### config.mk
export PLATFORM = sky130hd
export DESIGN_NAME = viterbi_decoder
export DESIGN_NICKNAME = d
export VERILOG_FILES = /design/src/rtl/viterbi_decoder.sv
export SDC_FILE = /design/constraint.sdc
export NUM_CORES = 1
export LEC_CHECK = 0
export CELL_PAD_IN_SITES_DETAIL_PLACEMENT = 1
export CELL_PAD_IN_SITES_GLOBAL_PLACEMENT = 2
export CORE_UTILIZATION = 37
export DETAILED_ROUTE_END_ITERATION = 12
export PLACE_DENSITY_LB_ADDON = 0.1
export SLEW_MARGIN = 40
export SYNTH_ARGS = -nofsm -noshare
export SYNTH_HDL_FRONTEND = slang
export SYNTH_SLANG_ARGS = --single-unit
### constraint.sdc
create_clock -name clk -period 7.1 [get_ports clk]
set_input_delay 0.71 -clock clk [delete_from_list [all_inputs] [get_ports clk]]
set_output_delay 0.71 -clock clk [all_outputs]
set_load 0.01 [all_outputs]
### src/rtl/viterbi_decoder.sv
// ---------------------------------------------------------------------------
// viterbi_decoder
//   Hard-decision Viterbi decoder for the rate 1/2, K=3 convolutional code
//   (g1 = 111 -> c1, g0 = 101 -> c0). The decoder keeps four path metrics
//   and uses register-exchange survivors. One symbol is consumed per enabled
//   cycle. The decoded bit leaves the oldest end of the best state's survivor.
//
// Ports
//   clk     in   1  single clock, rising-edge state updates
//   rst     in   1  asynchronous active-low reset
//   enable  in   1  d_in carries a valid coded symbol this cycle
//   d_in    in   2  hard-decision coded symbol {c1,c0}
//   d_out   out  1  registered decoded bit (TB_DEPTH-1 enables of delay)
// ---------------------------------------------------------------------------
module viterbi_decoder #(
    parameter int TB_DEPTH = 16,
    parameter int PM_W     = 8
) (
    input  logic       clk,
    input  logic       rst,
    input  logic       enable,
    input  logic [1:0] d_in,
    output logic       d_out
);

    // Non-zero states start behind state 00 so the trellis is anchored to
    // the encoder's known start state.
    localparam logic [PM_W-1:0] START_BIAS = {2'b01, {(PM_W-2){1'b0}}};
    localparam logic [PM_W-1:0] MSB_MASK   = {1'b1, {(PM_W-1){1'b0}}};

    logic [PM_W-1:0]     metric_q     [4];
    logic [PM_W-1:0]     metric_d     [4];
    logic [TB_DEPTH-1:0] surv_q       [4];
    logic [TB_DEPTH-1:0] surv_d       [4];
    logic                d_out_q;
    logic                d_out_d;

    logic [PM_W-1:0]     cand0_s      [4];
    logic [PM_W-1:0]     cand1_s      [4];
    logic [PM_W-1:0]     acs_metric_s [4];
    logic [1:0]          sel_pred_s   [4];
    logic                all_msb_s;
    logic [1:0]          best_s;

    // Predecessor y (0 or 1) of destination state ns = {b, x} is {x, y}.
    function automatic logic [1:0] pred_state(input logic [1:0] ns, input logic y);
        return {ns[0], y};
    endfunction

    // Encoder output on the branch pred -> dest; the input bit is dest[1].
    function automatic logic [1:0] branch_sym(input logic [1:0] pred, input logic [1:0] dest);
        logic b;
        b = dest[1];
        return {b ^ pred[1] ^ pred[0], b ^ pred[0]};
    endfunction

    // Hamming distance between the received symbol and a branch symbol.
    function automatic logic [1:0] branch_metric(input logic [1:0] rx, input logic [1:0] expect_sym);
        logic [1:0] diff;
        diff = rx ^ expect_sym;
        return {1'b0, diff[1]} + {1'b0, diff[0]};
    endfunction

    // Add-compare-select for all four destination states, plus survivor exchange.
    always_comb begin
        for (int i = 0; i < 4; i++) begin
            cand0_s[i] = metric_q[pred_state(2'(i), 1'b0)]
                       + {{(PM_W-2){1'b0}},
                          branch_metric(d_in, branch_sym(pred_state(2'(i), 1'b0), 2'(i)))};
            cand1_s[i] = metric_q[pred_state(2'(i), 1'b1)]
                       + {{(PM_W-2){1'b0}},
                          branch_metric(d_in, branch_sym(pred_state(2'(i), 1'b1), 2'(i)))};
            // Strict less-than: a tie keeps the lower-indexed predecessor.
            if (cand1_s[i] < cand0_s[i]) begin
                sel_pred_s[i]   = pred_state(2'(i), 1'b1);
                acs_metric_s[i] = cand1_s[i];
            end else begin
                sel_pred_s[i]   = pred_state(2'(i), 1'b0);
                acs_metric_s[i] = cand0_s[i];
            end
            // Destination state's input bit (its MSB) enters at the LSB.
            surv_d[i] = {surv_q[sel_pred_s[i]][TB_DEPTH-2:0], (i >= 2) ? 1'b1 : 1'b0};
        end
    end

    // Normalization: once every metric is in the upper half, drop the MSB
    // from all of them; relative distances are preserved.
    always_comb begin
        all_msb_s = acs_metric_s[0][PM_W-1] & acs_metric_s[1][PM_W-1]
                  & acs_metric_s[2][PM_W-1] & acs_metric_s[3][PM_W-1];
        for (int i = 0; i < 4; i++) begin
            if (all_msb_s) begin
                metric_d[i] = acs_metric_s[i] & ~MSB_MASK;
            end else begin
                metric_d[i] = acs_metric_s[i];
            end
        end
    end

    // Best-state search (lowest index wins ties) and decoded bit selection.
    always_comb begin
        best_s = 2'd0;
        for (int i = 1; i < 4; i++) begin
            if (metric_d[i] < metric_d[best_s]) begin
                best_s = 2'(i);
            end else begin
                best_s = best_s;
            end
        end
        d_out_d = surv_d[best_s][TB_DEPTH-1];
    end

    // State registers: metrics, survivors and the output bit advance only on enable.
    always_ff @(posedge clk or negedge rst) begin
        if (!rst) begin
            for (int i = 0; i < 4; i++) begin
                metric_q[i] <= (i == 0) ? {PM_W{1'b0}} : START_BIAS;
                surv_q[i]   <= {TB_DEPTH{1'b0}};
            end
            d_out_q <= 1'b0;
        end else if (enable) begin
            for (int i = 0; i < 4; i++) begin
                metric_q[i] <= metric_d[i];
                surv_q[i]   <= surv_d[i];
            end
            d_out_q <= d_out_d;
        end
    end

    assign d_out = d_out_q;

endmodule

# [Word level (Yosys, flattened, before mapping)]
# Cells that the tools add are included.
[word_totals] word_cells=84 inputBits=5 reg_bits=95 out_inout_bits=1
[classes] add_sub_neg=12 muxes=36 order_cmp=14 bitwise_logic=13
[ops] operator="$bmux 16 s2" count=5
[ops] operator="$mux 15" count=8
[ops] operator="$mux 8" count=12
[ops] operator="$add 8x2->8" count=8
[ops] operator="$lt 8x8->1" count=7
[ops] operator="$bmux 8 s2" count=2
[ops] operator="$mux 16" count=2
[ops] operator="$ge 3x3->1 const B" count=7
[ops] operator="$not 2->3" count=7
[ops] operator="$add 1x1->2" count=4
[ops] operator="$mux 1" count=5
[ops] operator="$mux 2" count=2
[ops] operator="$and 1x1->1" count=3
[ops] operator="$not 1->1" count=2
[ops] operator="$not 2->2" count=1

# [Longest topological paths before layout]
[logic_depth] word_depth=27 mapped_depth=45 ltp_nobuf=43

# [Least setup slack after synthesis]
# OpenSTA, ideal clock, no wires.
[synth_path] kind="input to register" from="input port d_in[0]" to="register d_out_q (netlist: d_out)" slack_ns=-0.935 t_arrival_ns=7.903 path_stages=41 t_required_ns=6.968 setup_ns=0.132 path_buffers=4 path_cell_list="inv_1 -> ha_1 -> inv_1 -> ha_1 -> ha_1 -> a21oi_1 -> xnor2_1 -> inv_1 -> ha_1 -> or4_1 -> a21oi_1 -> o31ai_1 -> buf_2 -> buf_1 -> a21oi_1 -> ha_1 -> nand4b_1 -> nor2_1 -> [5 not listed] -> a21o_1 -> a21o_1 -> a21o_1 -> nor2_1 -> a41o_1 -> buf_2 -> nor2_1 -> a21oi_1 -> ha_1 -> a21oi_1 -> nor2b_1 -> o21ai_0 -> nand2b_1 -> a2111o_1 -> a31oi_1 -> o211a_1 -> or3b_1 -> o211ai_2"
[synth_between] elab_chain_len=27 elab_cells_between_ends=67 cone_classes="add/sub (12); order compare (7); mux (36); bitwise (12)"
[synth_lines] element="start: declaration" line="22" source="input logic [1:0] d_in,"
[synth_lines] element="$not 2->2 (no source line) or $not 1->1 (tied branches)"
[synth_lines] element="$add 1x1->2" line="61" source="return {1'b0, diff[1]} + {1'b0, diff[0]};"
[synth_lines] element="$add 8x2->8" line="71" source="+ {{(PM_W-2){1'b0}},"
[synth_lines] element="$lt 8x8->1" line="74" source="if (cand1_s[i] < cand0_s[i]) begin"
[synth_lines] element="$mux 8" line="74"
[synth_lines] element="$and 1x1->1" line="89" source="all_msb_s = acs_metric_s[0][PM_W-1] & acs_metric_s[1][PM_W-1]"
[synth_lines] element="$and 1x1->1 (2 in series)" line="90" source="& acs_metric_s[2][PM_W-1] & acs_metric_s[3][PM_W-1];"
[synth_lines] element="$mux 8" line="92" source="if (all_msb_s) begin"
[synth_lines] element="[8 not listed]"
[synth_lines] element="$not 2->3 (not written as such)" line="104" source="if (metric_d[i] < metric_d[best_s]) begin"
[synth_lines] element="$bmux 8 s2" line="104"
[synth_lines] element="$mux 8 (not written as such) (2 in series)" line="104"
[synth_lines] element="$lt 8x8->1" line="104"
[synth_lines] element="$mux 2" line="104"
[synth_lines] element="$not 2->3 (not written as such)" line="110" source="d_out_d = surv_d[best_s][TB_DEPTH-1];"
[synth_lines] element="$bmux 16 s2 *" line="110"
[synth_lines] element="$mux 16 (not written as such) * (2 in series)" line="110"
[synth_lines] element="end signal: assignment" line="126" source="d_out_q <= d_out_d;"
[synth_lines] element="end: declaration" line="35" source="logic d_out_q;"
# Every way passes the cells marked *; elsewhere a longest branch is shown, timed or not. The select of a mux whose other input is x is not followed.
# A chain may end at the register's enable or synchronous reset.

# [Worst setup path after layout]
# Same ends and word-level chain as after synthesis.

==> impl_metrics.yaml <==
final_layout:
  n_antenna_cell: 0
  area_growth_pct: 39.0
  layout_commonest_cell: "buf_4"
  mostFrequentLayoutCells: "182 x buf_4, 95 x nor2_1, 85 x a21oi_1, 85 x dfrtp_1, 61 x mux2i_1"
  fin_nets: 1003
  fillCellCount: 2029
  stdcell_count: 1167
  final_layout_size_suffix_gt1_frac: 0.390
timing:
  rsz0062_at_grt: "yes"
  finalClockSkew_ps: 14.2
  hold_viol: 0
  slew_viol_final: 0
  tightest_slew_ps: 728
  timing.fmax_ghz: 0.134
  slew-limit-headroom: 0.515
  period_minus_slack_ps: 7480
  tns_ps: -376
  whs_ps: 265
  setup_ws_ps: -376
  setup_violations: 1
  fin_crit_sh: 1.05
logic_synthesis:
  ys_async_sr_fraction: 1.00
  synth_nets: 834
  netlist_area_sq_um: 6890
  synth_area_per_cell_sq_um: 9.02
  syn_inst: 764
  yosys_warnings: 0
  synth_seq_cells: 88
  synth-edff-count: 0
  synth_cell_types: 55
  yosysSeqAreaShare: 0.320
  synth_top_flop_cell: "dfrtp_1"
place:
  post-dp-hpwl_um: 16200
  place_congestion: 0.934
  post-place-ws_ps: -1400
  placed_cells: 1102
  io_buffers: 5
grt:
  grt_pass1_vias: 6748
  grt-ovfl-total: 0
  grt_usage: 0.240
  antenna_found_initial: 0
  grt_first_pass_wirelength_um: 35900
  grt_max_degree: 99
route:
  drt_iter0_drc: 242
  drc: 0
  ant_nets: 0
  firstDrtPassIters: 4
  finalWirelength_um: 22500
  wl_per_cell_um: 19.3
  vias_per_cell: 5.31
  num_vias: 6193
status:
  violations: "setup timing"
  status: "finished with violations"
critical_path:
  rr_worst_depth: 34
  worstPathRequired_ps: 7340
  worst-path-max-fanout: 6
  rr_endpoint: "d_out$_DFFE_PN0P_"
  r2r_slack_ps: 10
  rr_startpoint: "metric_q[18]$_DFFE_PN0P_"
  critPathArrivalTime_ps: 7720
  critPathMostFrequentCell: "ha_4"
  critPathKind: "input port to register"
  worst_setup_path_end_kind: "register"
  startpoint_type: "input port"
  crit_path_top_delay_cell: "or4_4"
  max_stage_delay_ps: 550
clock_tree:
  numCtsBuffers: 9
  clk_latency_ps: 360
  cts_root_buf: "clkbuf_16"
  h-tree-depth: 3
  clk_path_buf_depth: 2
  cts.sinks: 88
  clk_pin_slew_ps: 80
  cts_tree: "done"
floorplan:
  die_x_um: 138
  start_util: 0.381
  core_sq_um: 18100
  die_h_um: 138
  io_pins: 6
  std_cell_rows: 49
  die-area_sq_um: 19200
hold_path:
  hold_class: "input port to async pin"
run:
  drv_cap: 0
-- repair_timing --
action / in CTS / in global routing
gates cloned: 1 / 0
hold buffers: 0 / 0
endpoints found under the setup margin: 1 / 1
hold endpoints to repair: 0 / 0
setup buffers: 23 / 27
gates resized for setup: 63 / 44
pin swaps: 37 / 51
-- stage by stage --
stage          cell area [sq um]   util
6_report                    9570  0.529
5_1_grt                     9570  0.529
4_1_cts                     9200  0.509
3_5_place_dp                8420  0.466
3_3_place_gp                8410  0.465
2_1_floorplan               7190      -
-- state kept, by name, summed over array words and instances (netlist names) --
signal    cells
surv_q       55
d_out         1
metric_q     32
-- kinds of logic (layout without fill, tap and decap cells) --
family	Yosys count	in the layout	synth area share
AO/OA/AOI/OAI	186	186	0.167
XOR/XNOR	58	58	0.0759
adder cells (fa/ha/maj)	65	65	0.118
buffers and inverters	77	251	0.0476
flip-flops	88	88	0.320
multiplexers	95	95	0.143
AND/OR/NAND/NOR	195	195	0.128
-- synthesized netlist by cell type (3+ instances only) --
| cell | number | area (sq um) |
|---|---|---|
| buf_1 | 3 | 11.3 |
| nand2_1 | 28 | 105 |
| o21ai_0 | 19 | 95.1 |
| buf_4 | 6 | 45.0 |
| mux2i_1 | 66 | 661 |
| mux2_2 | 29 | 327 |
| and3_1 | 5 | 31.3 |
| inv_1 | 37 | 139 |
| nand2b_1 | 9 | 56.3 |
| a21oi_1 | 107 | 536 |
| o211ai_1 | 3 | 22.5 |
| a21o_1 | 17 | 128 |
| ha_1 | 65 | 813 |
| xor2_1 | 24 | 210 |
| o22ai_1 | 5 | 31.3 |
| nand4_1 | 8 | 50.1 |
| nor2_1 | 106 | 398 |
| and2_1 | 4 | 25.0 |
| xnor2_1 | 32 | 280 |
| nor2b_1 | 10 | 62.6 |
| dfrtp_1 | 85 | 2130 |
| o21ai_1 | 3 | 15.0 |
| a211oi_2 | 3 | 37.5 |
| dfstp_2 | 3 | 78.8 |
| o21a_1 | 6 | 45.0 |
| clkbuf_1 | 23 | 86.3 |
| nor3_1 | 5 | 25.0 |
| buf_2 | 7 | 35.0 |
| nand3_1 | 12 | 60.1 |
-- how the worst max path moves through the flow --
| stage | endpoint | start | slack, ps |
|---|---|---|---|
| after detailed placement | d_out$_DFFE_PN0P_ | d_in[0] | -1400 |
| after CTS | d_out$_DFFE_PN0P_ | d_in[0] | -420 |
| final | d_out$_DFFE_PN0P_ | d_in[0] | -380 |
| after global routing | d_out$_DFFE_PN0P_ | d_in[0] | -730 |
| after global placement | d_out$_DFFE_PN0P_ | d_in[0] | -1060 |
| after floorplan | d_out$_DFFE_PN0P_ | d_in[0] | -250 |
-- worst max-delay path: cells and delay by family --
family | cells | cell delay (ps)
xor gates and xnor gates | 1 | 150
adders and majority gates | 7 | 1600
muxes | 1 | 320
and+or+nand+nor | 5 | 1070
buffers and inverters | 10 | 1170
AOI/OAI and AO/OA | 15 | 2680
-- layout make-up --
| type | instances | area [sq um] | area share |
|---|---|---|---|
| clock buffers | 9 | 225 | 0.0235 |
| clock inverters | 7 | 73.8 | 0.00771 |
| inverters | 37 | 145 | 0.0152 |
| multi-input cells | 599 | 5090 | 0.531 |
| flip-flops and latches | 88 | 2210 | 0.230 |
| well taps | 229 | 287 | 0.0299 |
| repair buffers | 198 | 1550 | 0.162 |
-- per-layer routing --
layer	global-route usage	wire length [um]	up-vias
met5	0	0	-
met4	0.0662	391	0
met3	0.0319	565	29
met2	0.435	11800	73
met1	0.298	9800	3096
li1	-	-	2995
Power is left out: the tool's default activity adds up to more than one toggle a clock period on the data nets, which glitch-free logic cannot reach.
